File: src/rtl/mem_port_arbiter.sv
// mem_port_arbiter
// Shares one single-port synchronous memory between the instruction-fetch
// and data (load/store) requesters. One access issues per cycle. Read data
// comes back one cycle later and is steered to whichever requester issued it.
// Data wins contention, but a streak counter forces a fetch through after
// MAX_STREAK consecutive contested data grants.
module mem_port_arbiter #(
  parameter int XLEN       = 32,
  parameter int MAX_STREAK = 4
) (
  input  logic            clk,
  input  logic            rst,

  input  logic            i_req,
  input  logic [XLEN-1:0] i_addr,
  output logic            i_gnt,
  output logic            i_rvalid,
  output logic [XLEN-1:0] i_rdata,

  input  logic            d_req,
  input  logic            d_we,
  input  logic [XLEN-1:0] d_addr,
  input  logic [XLEN-1:0] d_wdata,
  output logic            d_gnt,
  output logic            d_rvalid,
  output logic [XLEN-1:0] d_rdata,

  output logic            mem_en,
  output logic            mem_we,
  output logic [XLEN-1:0] mem_addr,
  output logic [XLEN-1:0] mem_wdata,
  input  logic [XLEN-1:0] mem_rdata
);

  localparam int SW = $clog2(MAX_STREAK + 1);
  localparam logic [SW-1:0] MAX_Q = SW'(MAX_STREAK);

  typedef enum logic {
    OWNER_DATA  = 1'b0,
    OWNER_FETCH = 1'b1
  } owner_t;

  logic [SW-1:0] streak_q;
  logic          resp_valid_q;
  owner_t        resp_owner_q;

  logic data_win;
  logic fetch_win;
  logic issue;

  // Pick the winner: data by default, fetch when alone or when the streak
  // has reached its limit. Reset suppresses any issue.
  always_comb begin
    data_win  = 1'b0;
    fetch_win = 1'b0;
    if (!rst) begin
      if (d_req && (!i_req || (streak_q < MAX_Q))) begin
        data_win = 1'b1;
      end else if (i_req) begin
        fetch_win = 1'b1;
      end
    end
  end

  assign issue = data_win | fetch_win;
  assign i_gnt = fetch_win;
  assign d_gnt = data_win;

  // Memory port is driven straight from the winner; write data always comes
  // from the data side since fetch never writes.
  always_comb begin
    mem_en    = issue;
    mem_we    = data_win & d_we;
    mem_addr  = data_win ? d_addr : i_addr;
    mem_wdata = d_wdata;
  end

  // Count consecutive data grants that made a waiting fetch lose.
  always_ff @(posedge clk) begin
    if (rst) begin
      streak_q <= '0;
    end else if (data_win && i_req) begin
      streak_q <= (streak_q == MAX_Q) ? MAX_Q : streak_q + 1'b1;
    end else if (fetch_win || !i_req) begin
      streak_q <= '0;
    end
  end

  // Remember whether a read was issued and for whom, so the returning data
  // can be tagged one cycle later.
  always_ff @(posedge clk) begin
    if (rst) begin
      resp_valid_q <= 1'b0;
      resp_owner_q <= OWNER_DATA;
    end else begin
      resp_valid_q <= issue & ~mem_we;
      resp_owner_q <= fetch_win ? OWNER_FETCH : OWNER_DATA;
    end
  end

  assign i_rvalid = resp_valid_q && (resp_owner_q == OWNER_FETCH);
  assign d_rvalid = resp_valid_q && (resp_owner_q == OWNER_DATA);
  assign i_rdata  = mem_rdata;
  assign d_rdata  = mem_rdata;

endmodule

File: config.mk
export PLATFORM = sky130hd
export DESIGN_NAME = mem_port_arbiter
export DESIGN_NICKNAME = d
export VERILOG_FILES = /design/src/rtl/mem_port_arbiter.sv
export SDC_FILE = /design/constraint.sdc
export NUM_CORES = 1
export LEC_CHECK = 0
export CORE_AREA = 3 3 102 104
export CTS_CLUSTER_DIAMETER = 40
export DETAILED_ROUTE_END_ITERATION = 8
export DIE_AREA = 0 0 105 107
export HOLD_SLACK_MARGIN = 0.05
export SYNTH_ARGS = -nofsm -noshare
export SYNTH_HDL_FRONTEND = slang
export SYNTH_SLANG_ARGS = --single-unit
export TNS_END_PERCENT = 100
File: constraint.sdc
create_clock -name clk -period 3.33 [get_ports clk]
set_clock_uncertainty 0.1 [all_clocks]
set_input_delay 0.666 -clock clk [delete_from_list [all_inputs] [get_ports clk]]
set_output_delay 0.666 -clock clk [all_outputs]
set_load 0.02 [all_outputs]
## Yosys cells after proc, flatten, opt, wreduce, memory -nomap -nowiden

Index checks and enable logic that the tools add are counted.

| storage, ports and cells | value |
|---|---|
| register bits after elaboration | 5 |
| output and inout port bits | 134 |

| cells by class | value |
|---|---|
| muxes and demuxes | 10 |
| bitwise logic cells | 5 |
| $add $sub $neg | 1 |
| reduce and logical (&&, ||, !) cells | 8 |
| $lt $le $gt $ge | 1 |
| eq/ne operators | 1 |

Operators with widths:

| operator | count |
|---|---|
| two-way mux 32 bit | 1 |
| two-way mux 3 bit | 3 |
| two-way mux 1 bit | 6 |
| logical AND 1 bit | 4 |
| adder 3 x 1 -> 3 bit, second input constant | 1 |
| == test 3 bit, second input constant | 1 |
| less-than comparator 3 bit, second input constant | 1 |
| bitwise AND 1 bit | 2 |
| logical OR 1 bit | 2 |
| inverter 1 bit | 2 |
| nonzero test 2 bit | 1 |
| logical NOT 1 bit | 1 |
| bitwise OR 1 bit | 1 |

## Depth between registers and ports, before layout

| depth | value |
|---|---|
| depth after elaboration | 8 |
| gate-level depth with buffers | 4 |

## Worst setup path before layout

Ideal clock, no wire load.

| timing | value |
|---|---|
| kind | input to output |
| start | in d_req |
| end | out mem_addr[0] |
| buffers on the path | 1 |
| required time | 2.564 ns |
| cell stages on the path | 4 |
| path slack | 1.177 ns |
| arrival time | 1.387 ns |
| cell sequence | nor2b_4 -> nand2_4 -> buf_6 -> mux2_4 |

| on the way | value |
|---|---|
| word-level cells in the longest chain between the ends | 4 |

Ends and longest elaborated chain:

| item | line | RTL |
|---|---|---|
| from (decl) | 20 | `input logic d_req,` |
| logical AND 1 bit | 57 | `if (d_req && (!i_req \|\| (streak_q < MAX_Q))) begin` |
| two-way mux 1 bit | 57 |  |
| two-way mux 1 bit | 56 | `if (!rst) begin` |
| two-way mux 32 bit | 74 | `mem_addr = data_win ? d_addr : i_addr;` |
| to (decl) | 30 | `output logic [XLEN-1:0] mem_addr,` |

Every way passes these cells.

## Worst setup path in the final report

| timing | value |
|---|---|
| start | in i_req |
| end | out mem_addr[3] |

| on the way | value |
|---|---|
| word-level cells in the longest chain between the ends | 6 |

Ends and longest elaborated chain:

| item | line | RTL |
|---|---|---|
| from (decl) | 14 | `input logic i_req,` |
| logical NOT 1 bit | 57 |  |
| logical OR 1 bit | 57 |  |
| logical AND 1 bit | 57 |  |
| two-way mux 1 bit | 57 |  |
| two-way mux 1 bit | 56 |  |
| two-way mux 32 bit | 74 |  |

Every way passes these cells.

==> flow_summary.yaml <==
logic_synthesis:
  syn-num-nets: 295
  ys_seq_area_frac: 0.06832
  synthTopCellsByArea: "buf_4 (49%), mux2_4 (29%), dfxtp_1 (6.8%)"
  post-synth-top-area-cell: "buf_4"
  syn_inst: 160
  yosysWarnings: 0
  ys_seq_elements: 5
  syn-cell-area_mm2: 0.001465
  yosysUniqueCellTypes: 16
  synth_top_area_share: 0.4919
  syn_area_per_cell_um2: 9.157
place:
  placedCellCount: 308
  portBuffers: 106
  place_area_mm2: 0.002011
  dp_hpwl_mm: 3.254
  routabilityCongestion: 0.7259
  dp_worst_setup_slack_ns: 0.03260
final_layout:
  final_area_mm2: 0.002058
  fin_nets: 315
  layout_commonest_cell: "clkdlybuf4s50_1"
  antennaDiodeCount: 0
  mostFrequentLayoutCells: "clkdlybuf4s50_1 (105), mux2_4 (28), buf_4 (7)"
  fin_cells: 312
  area_growth_pct: 40.48
  utilization: 0.2135
  drive_gt1_frac: 0.2514
route:
  drc_errors: 0
  routed_wl_mm: 3.670
  drtIter0Drc: 25
  antenna_left: 0
  vias_per_cell: 3.138
  drtPass1Iterations: 4
  routedWlPerCell_um: 11.76
  num_vias: 979
job:
  maxCapViolCount: 0
timing:
  layout_setup_ws_ns: 0.09136
  finalHoldViolCount: 0
  period_minus_slack_ns: 3.239
  rsz0062_at_grt: "false"
  tightest_slew_ns: 0.3105
  setup_viol: 0
  fmax_ghz: 0.3088
  post-route-period-util: 0.9726
  relSlewSlack: 0.7908
  tns_ns: 0
  slew_violations: 0
worst_setup_path:
  path_common_cell: "clkdlybuf4s50_1"
  worst_r2r_endpoint: "streak_q[1]"
  worstPathArrival_ns: 2.47
  critical-path-max-stage-delay_ns: 0.54
  worst-setup-path-type: "input port to output port"
  cp_max_fo: 14
  cp-start-kind: "input port"
  reg2reg_depth: 3
  path_cells: "clkdlybuf4s50_1 -> nand2_1 -> nand2_4 -> buf_12 -> mux2_4 -> clkdlybuf4s50_1"
  worstSetupEndpointType: "output port"
  worst_ep_required_time_ns: 2.56
  reg2reg_slack_ns: 2.34
  regToRegStartpoint: "streak_q[0]"
  cp_slowest_cell: "clkdlybuf4s50_1"
floorplanning:
  fp-row-count: 36
  core_area_mm2: 0.009639
  die_w_um: 105
  die_h_um: 107
  initial_core_util: 0.1520
  ioPinCount: 267
  die_area_mm2: 0.01124
clock_tree:
  cts_setup_buffers: 0
  clock_sinks: 5
  post_cts_resized: 0
  cts_max_path_buffers: 2
  cts_tree: "done"
  cts.htree.levels: 1
  root_buffer: "clkbuf_8"
  hold_buffers: 0
  clock_latency_ns: 0.22
  cts_made_buffers: 3
  clk_pin_slew_ns: 0.03
global_routing:
  grt_pass1_wl_mm: 5.140
  track_usage: 0.05802
  grt_max_degree: 15
  antenna_found_initial: 0
  overflow: 0
  grt_pass1_vias: 1002
min_path:
  hold_end: "streak_q[0]"
  min_path_cells: 2
  hold_start: "streak_q[0]"
  holdCritPathClass: "flop to flop"
pwr:
  p_leak_uw: 0.0008784
  ir_drop_mv: 0.07928
  power.density_mw_per_mm2: 215.9
outcome:
  status: "finished, final reports clean"
==> cells by family (layout without fill, tap and decap cells) <==
group	count (synthesis)	in the layout	synth area share
compound gates	2	2	0.006825
buf+inv	104	123	0.5278
flops	5	5	0.06832
fa+ha+maj	2	2	0.01708
mux	32	32	0.3177
simple gates	15	15	0.06234
==> worst max path at each step <==
stage / from / endpoint / slack (ns) / depth (start not counted)
finish: i_req / mem_addr[3] / 0.09 / 6
global route: i_req / mem_addr[3] / 0.02 / 6
CTS: i_req / mem_addr[13] / 0.03 / 6
detailed placement: i_req / mem_addr[13] / 0.03 / 6
global placement: i_req / mem_addr[13] / 0.08 / 6
floorplan: d_req / mem_addr[0] / 1.18 / 4
==> worst max-delay path: cells and delay by family <==
kind | cells | cell delay (ns)
buf+inv | 3 | 1.23
mux | 1 | 0.30
simple gates | 2 | 0.26
==> layout make-up <==
| type | instances | area [um^2] |
|---|---|---|
| Fill cell | 1077 | 7581 |
| Timing Repair Buffer | 114 | 1136 |
| Multi-Input combinational cell | 51 | 591.8 |
| Tap cell | 133 | 166.4 |
| Sequential cell | 5 | 100.1 |
| Clock buffer | 4 | 45.04 |
| Inverter | 5 | 18.77 |
==> flip-flops by register name (all words and copies together) (netlist names) <==
signal	count
streak_q	3
resp_owner_q	1
resp_valid_q	1
==> cells in the mapped netlist (all sizes together) <==
master	n
ha	2
buf	99
and3b	1
nand2	3
nor2b	2
and2	4
dfxtp	5
inv	5
o21ai	1
mux2	32
nor2	5
a21oi	1
==> stage by stage <==
step,total power (uW),hold slack (ns)
after floorplan,348.1,0.3788
after global placement,337.3,0.3978
after detailed placement,339.1,0.4113
after CTS,453.6,0.4251
after global routing,466.5,0.4596
final,444.5,0.4195
==> where the power goes <==
group          total [uW]  internal [uW]  switching [uW]
clock                 110           82.0            28.2
combinational         271            178            93.4
sequential           62.9           62.2           0.740
==> metal layers <==
metal / GRT usage / vias up / part of all wire
li1: - / 451 / -
met1: 0.05080 / 405 / 0.31
met2: 0.1008 / 103 / 0.49
met3: 0.03853 / 20 / 0.17
met4: 0.03093 / 0 / 0.020
met5: 0 / - / 0
Note: power is estimated with default switching activity, not from simulation.
